$ cat src/rtl/skeeball_pkg.sv
// Shared types and constants for the skeeball lane controller.
// States, hole bit positions, point values and a saturating add.
package skeeball_pkg;

  localparam int SCORE_W   = 8;
  localparam int NUM_HOLES = 7;

  typedef enum logic [1:0] {
    IDLE,
    PLAY,
    LOCK,
    OVER
  } state_t;

  localparam int HOLE_GUTTER = 0;
  localparam int HOLE_1      = 1;
  localparam int HOLE_2      = 2;
  localparam int HOLE_3      = 3;
  localparam int HOLE_4      = 4;
  localparam int HOLE_5      = 5;
  localparam int HOLE_10     = 6;

  localparam logic [3:0] PTS_GUTTER = 4'd0;
  localparam logic [3:0] PTS_1      = 4'd1;
  localparam logic [3:0] PTS_2      = 4'd2;
  localparam logic [3:0] PTS_3      = 4'd3;
  localparam logic [3:0] PTS_4      = 4'd4;
  localparam logic [3:0] PTS_5      = 4'd5;
  localparam logic [3:0] PTS_10     = 4'd10;

  // 9-bit add, clamped to all-ones on carry out
  function automatic logic [SCORE_W-1:0] sat_add(
    input logic [SCORE_W-1:0] a,
    input logic [3:0]         p
  );
    logic [SCORE_W:0] s;
    s = {1'b0, a} + {{(SCORE_W-3){1'b0}}, p};
    return s[SCORE_W] ? {SCORE_W{1'b1}} : s[SCORE_W-1:0];
  endfunction

endpackage

$ cat src/rtl/skeeball_hole_sync.sv
// Hole sensor synchroniser, rising-edge detect and priority encoder.
// Registered hit output: raw bit sampled at edge N gives hit at N+2.
module skeeball_hole_sync
  import skeeball_pkg::*;
(
  input  logic                 clk,
  input  logic                 reset,
  input  logic [NUM_HOLES-1:0] holes,
  output logic                 hit_valid,
  output logic [3:0]           hit_points
);

  logic [NUM_HOLES-1:0] sync1;
  logic [NUM_HOLES-1:0] sync2;
  logic [NUM_HOLES-1:0] prev;
  logic [NUM_HOLES-1:0] edges;
  logic                 valid_n;
  logic [3:0]           points_n;

  // two-flop synchroniser plus delayed copy for edge detect
  always_ff @(posedge clk or posedge reset) begin
    if (reset) begin
      sync1 <= '0;
      sync2 <= '0;
      prev  <= '0;
    end else begin
      sync1 <= holes;
      sync2 <= sync1;
      prev  <= sync2;
    end
  end

  assign edges = sync2 & ~prev;

  // highest-value hole wins when several rise together
  always_comb begin
    valid_n  = |edges;
    points_n = PTS_GUTTER;
    if (edges[HOLE_10])      points_n = PTS_10;
    else if (edges[HOLE_5])  points_n = PTS_5;
    else if (edges[HOLE_4])  points_n = PTS_4;
    else if (edges[HOLE_3])  points_n = PTS_3;
    else if (edges[HOLE_2])  points_n = PTS_2;
    else if (edges[HOLE_1])  points_n = PTS_1;
    else                     points_n = PTS_GUTTER;
  end

  // register the encoded hit for the controller
  always_ff @(posedge clk or posedge reset) begin
    if (reset) begin
      hit_valid  <= 1'b0;
      hit_points <= '0;
    end else begin
      hit_valid  <= valid_n;
      hit_points <= points_n;
    end
  end

endmodule

$ cat src/rtl/skeeball_game_ctrl.sv
// Skeeball lane game sequencer: start, scoring, ball count,
// lockout window, game-over hold and session high score.
module skeeball_game_ctrl
  import skeeball_pkg::*;
#(
  parameter int NUM_BALLS     = 9,
  parameter int LOCKOUT_CYC   = 1000,
  parameter int OVER_HOLD_CYC = 50000
) (
  input  logic                 clk,
  input  logic                 reset,
  input  logic                 start,
  input  logic [NUM_HOLES-1:0] holes,
  output logic [SCORE_W-1:0]   score,
  output logic [3:0]           balls_left,
  output logic [SCORE_W-1:0]   high_score,
  output logic                 game_active,
  output logic                 game_over,
  output logic                 ball_pulse,
  output logic                 new_high
);

  localparam int CNT_MAX =
    (LOCKOUT_CYC > OVER_HOLD_CYC) ? LOCKOUT_CYC : OVER_HOLD_CYC;
  localparam int CNT_W = $clog2(CNT_MAX) + 1;

  localparam logic [CNT_W-1:0] LOCK_LAST = CNT_W'(LOCKOUT_CYC - 1);
  localparam logic [CNT_W-1:0] OVER_LAST = CNT_W'(OVER_HOLD_CYC - 1);
  localparam logic [CNT_W-1:0] CNT_ONE   = CNT_W'(1);
  localparam logic [3:0]       BALLS_INIT = 4'(NUM_BALLS);

  logic               hit_valid;
  logic [3:0]         hit_points;

  logic               start_s1;
  logic               start_s2;
  logic               start_prev;
  logic               start_edge;

  state_t             state_q, state_n;
  logic [SCORE_W-1:0] score_q, score_n;
  logic [3:0]         balls_q, balls_n;
  logic [SCORE_W-1:0] high_q, high_n;
  logic               new_high_q, new_high_n;
  logic               pulse_q, pulse_n;
  logic [CNT_W-1:0]   cnt_q, cnt_n;

  skeeball_hole_sync u_hole_sync (
    .clk        (clk),
    .reset      (reset),
    .holes      (holes),
    .hit_valid  (hit_valid),
    .hit_points (hit_points)
  );

  // start button synchroniser and edge detect
  always_ff @(posedge clk or posedge reset) begin
    if (reset) begin
      start_s1   <= 1'b0;
      start_s2   <= 1'b0;
      start_prev <= 1'b0;
    end else begin
      start_s1   <= start;
      start_s2   <= start_s1;
      start_prev <= start_s2;
    end
  end

  assign start_edge = start_s2 & ~start_prev;

  // controller state, score, ball and timer registers
  always_ff @(posedge clk or posedge reset) begin
    if (reset) begin
      state_q    <= IDLE;
      score_q    <= '0;
      balls_q    <= '0;
      high_q     <= '0;
      new_high_q <= 1'b0;
      pulse_q    <= 1'b0;
      cnt_q      <= '0;
    end else begin
      state_q    <= state_n;
      score_q    <= score_n;
      balls_q    <= balls_n;
      high_q     <= high_n;
      new_high_q <= new_high_n;
      pulse_q    <= pulse_n;
      cnt_q      <= cnt_n;
    end
  end

  // next-state and datapath updates for each game phase
  always_comb begin
    state_n    = state_q;
    score_n    = score_q;
    balls_n    = balls_q;
    high_n     = high_q;
    new_high_n = new_high_q;
    pulse_n    = 1'b0;
    cnt_n      = cnt_q;
    unique case (state_q)
      IDLE: begin
        if (start_edge) begin
          state_n    = PLAY;
          score_n    = '0;
          balls_n    = BALLS_INIT;
          new_high_n = 1'b0;
          cnt_n      = '0;
        end
      end
      PLAY: begin
        if (hit_valid) begin
          state_n = LOCK;
          score_n = sat_add(score_q, hit_points);
          balls_n = (balls_q != 4'd0) ? balls_q - 4'd1 : 4'd0;
          pulse_n = 1'b1;
          cnt_n   = '0;
        end
      end
      LOCK: begin
        if (cnt_q == LOCK_LAST) begin
          cnt_n = '0;
          if (balls_q == 4'd0) begin
            state_n = OVER;
            if (score_q > high_q) begin
              high_n     = score_q;
              new_high_n = 1'b1;
            end else begin
              new_high_n = 1'b0;
            end
          end else begin
            state_n = PLAY;
          end
        end else begin
          cnt_n = cnt_q + CNT_ONE;
        end
      end
      OVER: begin
        if (start_edge) begin
          state_n    = PLAY;
          score_n    = '0;
          balls_n    = BALLS_INIT;
          new_high_n = 1'b0;
          cnt_n      = '0;
        end else if (cnt_q == OVER_LAST) begin
          state_n    = IDLE;
          new_high_n = 1'b0;
          cnt_n      = '0;
        end else begin
          cnt_n = cnt_q + CNT_ONE;
        end
      end
      default: state_n = IDLE;
    endcase
  end

  assign score       = score_q;
  assign balls_left  = balls_q;
  assign high_score  = high_q;
  assign ball_pulse  = pulse_q;
  assign new_high    = new_high_q;
  assign game_active = (state_q == PLAY) || (state_q == LOCK);
  assign game_over   = (state_q == OVER);

endmodule
$ cat config.mk
export PLATFORM = sky130hd
export DESIGN_NAME = skeeball_game_ctrl
export DESIGN_NICKNAME = d
export VERILOG_FILES = /design/src/rtl/skeeball_pkg.sv /design/src/rtl/skeeball_hole_sync.sv /design/src/rtl/skeeball_game_ctrl.sv
export SDC_FILE = /design/constraint.sdc
export NUM_CORES = 1
export LEC_CHECK = 0
export ABC_AREA = 1
export BUFFER_PORTS_ARGS = -buffer_cell sky130_fd_sc_hd__buf_4
export CORE_ASPECT_RATIO = 0.5
export CORE_MARGIN = 4
export CORE_UTILIZATION = 54
export DETAILED_ROUTE_END_ITERATION = 7
export PLACE_DENSITY = 0.76
export SYNTH_ARGS = -nofsm -noshare
export SYNTH_HDL_FRONTEND = slang
export SYNTH_SLANG_ARGS = --single-unit
$ cat constraint.sdc
create_clock -name clk -period 1.7 [get_ports clk]
set_input_delay 0.085 -clock clk [delete_from_list [all_inputs] [get_ports clk]]
set_output_delay 0.085 -clock clk [all_outputs]
set_load 0.005 [all_outputs]
==> results.toml <==
[critical_path]
crit_path_top_delay_cell = "sky130_fd_sc_hd__dfrtp_1"
worst-endpoint-required_ns = 1.92
worst_path_dominant_cell_family = "simple AND/OR/NAND/NOR gates"
critical_path_class = "reg -> reg"
critPathMaxFanout = 8
timing.critical_path.arrival_ns = 1.93
cp_num_buf_inv = 1
critPathCaptureType = "flop"
critical_path.endpoint = "high_score[5]$_DFFE_PP0P_"
critical_path.reg2reg.endpoint = "high_score[5]$_DFFE_PP0P_"
worstPathCellList = "ha_2 -> nand2_2 -> inv_2 -> nand2_2 -> nor2_4 -> nand2_4 -> nor2_8 -> nand3_4 -> nand2_1 -> nand2_1"
critPathLaunchType = "flop"
r2r_setup_slack_ns = -0.01
timing.critical_path.slowest_cell_delay_ns = 0.42
crit_start = "cnt_q[1]$_DFFE_PP0P_"
timing.rr.start = "cnt_q[1]$_DFFE_PP0P_"
timing.critical_path.depth = 10
worstRegToRegCells = 10

[sta]
layout_setup_ws_ns = -0.0107
timing_hold_violations_final = 0
max_slew.worst_pin.slew_ns = 0.407
final-setup-viol-count = 2
final.period_utilization_pct = 101
grt_setup_unrepaired = "yes"
worst_slew_margin_rel_pct = 72.7
max_freq_mhz = 585
final.min_clock_period_ns = 1.71
maxSlewViolCount = 0
clock_skew_ns = 0.00597

[clock_tree]
clock_latency_ns = 0.33
number_of_buffers_inserted_during_clock_tree_synthesis = 9
cts_tree = "built"
htree_levels = 3
worst_path_clk_slew_ns = 0.06
cts_sinks = 70
cts_max_path_buffers = 2
ctsRootBufferMaster = "sky130_fd_sc_hd__clkbuf_16"

[outcome]
result_of_the_run = "finished with violations"
failed_checks = "negative setup slack"

[die]
std_cell_rows = 20
die_width_um = 125
floorplan.initialDensity_pct = 58.1
die_area_mm2 = 0.00831
core_area_mm2 = 0.00636
die_h_um = 66.5
ios = 34

[routing]
wl_per_cell_um = 14.1
ant_nets = 0
drt-vias-per-instance = 5.24
drt_pre_antenna_iters = 5
drcViolationCount = 0
total_number_of_vias = 3347
wirelength_um = 8980
drt_iter0_markers = 313

[power]
power.density_mw_per_mm2 = 1310
power_mw = 6.45
peakVddDrop_mv = 0.725
power.leakage_nw = 2.54

[finish]
post_route_cells_drive_above_1_share_pct = 27.6
layout.cells.most_common_list = "sky130_fd_sc_hd__nand2_1, sky130_fd_sc_hd__buf_4, sky130_fd_sc_hd__dfrtp_1"
finish.net_count = 577
antenna-diode-count = 0
area_growth_pct = 33.3
layout_commonest_cell = "sky130_fd_sc_hd__nand2_1"

[synthesis]
post_synth_net_total = 482
yosys_warnings = 0
post_synth_main_area_contributors = "sky130_fd_sc_hd__dfrtp_1, sky130_fd_sc_hd__nand2_1, sky130_fd_sc_hd__ha_1, sky130_fd_sc_hd__inv_1, sky130_fd_sc_hd__nor2_1"
flops_latches_synth = 70
yosysUniqueCellTypes = 37
top_area_cell_type_share_of_the_netlist_area_pct = 47.4
synth_largest_area_cell = "sky130_fd_sc_hd__dfrtp_1"
synth.yosys.seq_area_share_pct = 47.4
syn-mean-instance-area_um2 = 8.17
synth_area_mm2 = 0.00369
netlist_instances = 452

[global_routing]
grt_start_max_net_pins = 71
first_pass_grt_wire_length_um = 14200
antenna_found_initial = 0
grt_util_all_layers_pct = 21.6
grt.overflow.total = 0
grt_pass1_vias = 3044

[run]
drv_cap = 0

[placement]
place_worst_setup_slack_ns = -0.0404
place.detailed.hpwl_um = 5770
globalplace.congestion = 0.883
numPortBuffers = 33

[worst_hold_path]
hold_path.class = "reg -> reg"
state kept, by name, indices dropped and copies added, names as in the netlist:
name                    flops
start_prev                  1
u_hole_sync.sync2           7
u_hole_sync.prev            7
score                       8
u_hole_sync.sync1           7
start_s1                    1
u_hole_sync.hit_valid       1
cnt_q                      17
u_hole_sync.hit_points      4
new_high                    1
ball_pulse                  1
state_q                     2
high_score                  8
balls_left                  4
start_s2                    1
per-layer routing:
layer / part of all wire [%] / GRT usage [%]
met5: 0 / 0
met4: 2.4 / 7.16
met3: 5.3 / 5.44
met2: 50 / 37.7
met1: 43 / 26.9
cells in the mapped netlist:
master / n
sky130_fd_sc_hd__dfrtp_1: 70
sky130_fd_sc_hd__buf_6: 1
sky130_fd_sc_hd__nand3_4: 2
sky130_fd_sc_hd__fa_1: 1
sky130_fd_sc_hd__nand3_2: 3
sky130_fd_sc_hd__or2_2: 1
sky130_fd_sc_hd__nand2_2: 4
sky130_fd_sc_hd__clkinv_1: 1
sky130_fd_sc_hd__inv_1: 62
sky130_fd_sc_hd__inv_2: 6
sky130_fd_sc_hd__a21boi_0: 1
sky130_fd_sc_hd__buf_4: 1
sky130_fd_sc_hd__a31oi_1: 1
sky130_fd_sc_hd__o21ai_0: 19
sky130_fd_sc_hd__nand2_1: 129
sky130_fd_sc_hd__nor3_1: 5
sky130_fd_sc_hd__a21oi_1: 12
sky130_fd_sc_hd__clkbuf_1: 1
sky130_fd_sc_hd__xor2_1: 3
sky130_fd_sc_hd__nor2_8: 1
sky130_fd_sc_hd__o22ai_1: 1
sky130_fd_sc_hd__o31ai_1: 1
sky130_fd_sc_hd__a31o_2: 1
sky130_fd_sc_hd__nor2_1: 44
sky130_fd_sc_hd__o211ai_1: 2
sky130_fd_sc_hd__nor2_4: 2
sky130_fd_sc_hd__nand3b_1: 2
sky130_fd_sc_hd__nand4_1: 14
sky130_fd_sc_hd__a211oi_1: 1
sky130_fd_sc_hd__nor2_2: 2
sky130_fd_sc_hd__nand2_4: 5
sky130_fd_sc_hd__ha_1: 19
sky130_fd_sc_hd__buf_2: 1
sky130_fd_sc_hd__a21oi_2: 1
sky130_fd_sc_hd__o21a_1: 1
sky130_fd_sc_hd__nand3_1: 30
sky130_fd_sc_hd__o21bai_1: 1
kinds of logic after synthesis:
logic type / count (synthesis) / share of synthesized area (%)
adder cells (fa/ha/maj): 20 / 6.98
AND/OR/NAND/NOR: 244 / 30.7
AO/OA/AOI/OAI: 42 / 6.43
buffers and inverters: 73 / 7.75
XOR/XNOR: 3 / 0.711
flip-flops: 70 / 47.4
how the worst min path moves through the flow:
stage                                        start                              to  slack (ns)  depth (start not counted)
floorplan                                    start              start_s1$_DFF_PP0_        0.12                          0
global placement                          holes[2]  u_hole_sync.sync1[2]$_DFF_PP0_        0.19                          1
detailed placement                        holes[3]  u_hole_sync.sync1[3]$_DFF_PP0_        0.20                          1
CTS                             start_s1$_DFF_PP0_              start_s2$_DFF_PP0_        0.35                          0
global route        u_hole_sync.sync1[3]$_DFF_PP0_  u_hole_sync.sync2[3]$_DFF_PP0_        0.35                          0
finish              u_hole_sync.sync1[2]$_DFF_PP0_  u_hole_sync.sync2[2]$_DFF_PP0_        0.34                          0
power by group:
group / total, mW / switching, mW / internal, mW
logic: 2.64 / 1.49 / 1.16
registers: 1.98 / 0.137 / 1.84
clock network: 1.83 / 0.666 / 1.16
per-stage QoR:
stage | std cells | setup TNS (ns) | hold slack, ns | cell area [um2] | util [%]
global route | 639 | -0.754 | 0.354 | 4920 | 77.5
finish | 639 | -0.0136 | 0.345 | 4920 | 77.5
global placement | 597 | 0 | 0.195 | 4250 | 66.9
detailed placement | 597 | -0.0743 | 0.196 | 4250 | 66.9
floorplan | 452 | 0 | 0.116 | 3700 | -
CTS | 621 | 0 | 0.348 | 4640 | 73.0
repair_timing:
item | in CTS | in global routing
setup buffers | 0 | 16
pin swaps | 0 | 11
resized for setup | 3 | 40
cloned | 0 | 2
hold buffers | 9 | 0
setup endpoints to repair | 3 | 37
endpoints found under the hold margin | 78 | 0
final cells by class:
class	instances	area, um2
clock buffer	11	243
clock inverter	4	47.5
fill	431	1430
inverter	69	267
multi-input combinational	310	1800
sequential	70	1750
tap	88	110
timing repair buffer	87	699
Power figures use the tool's default switching activity.
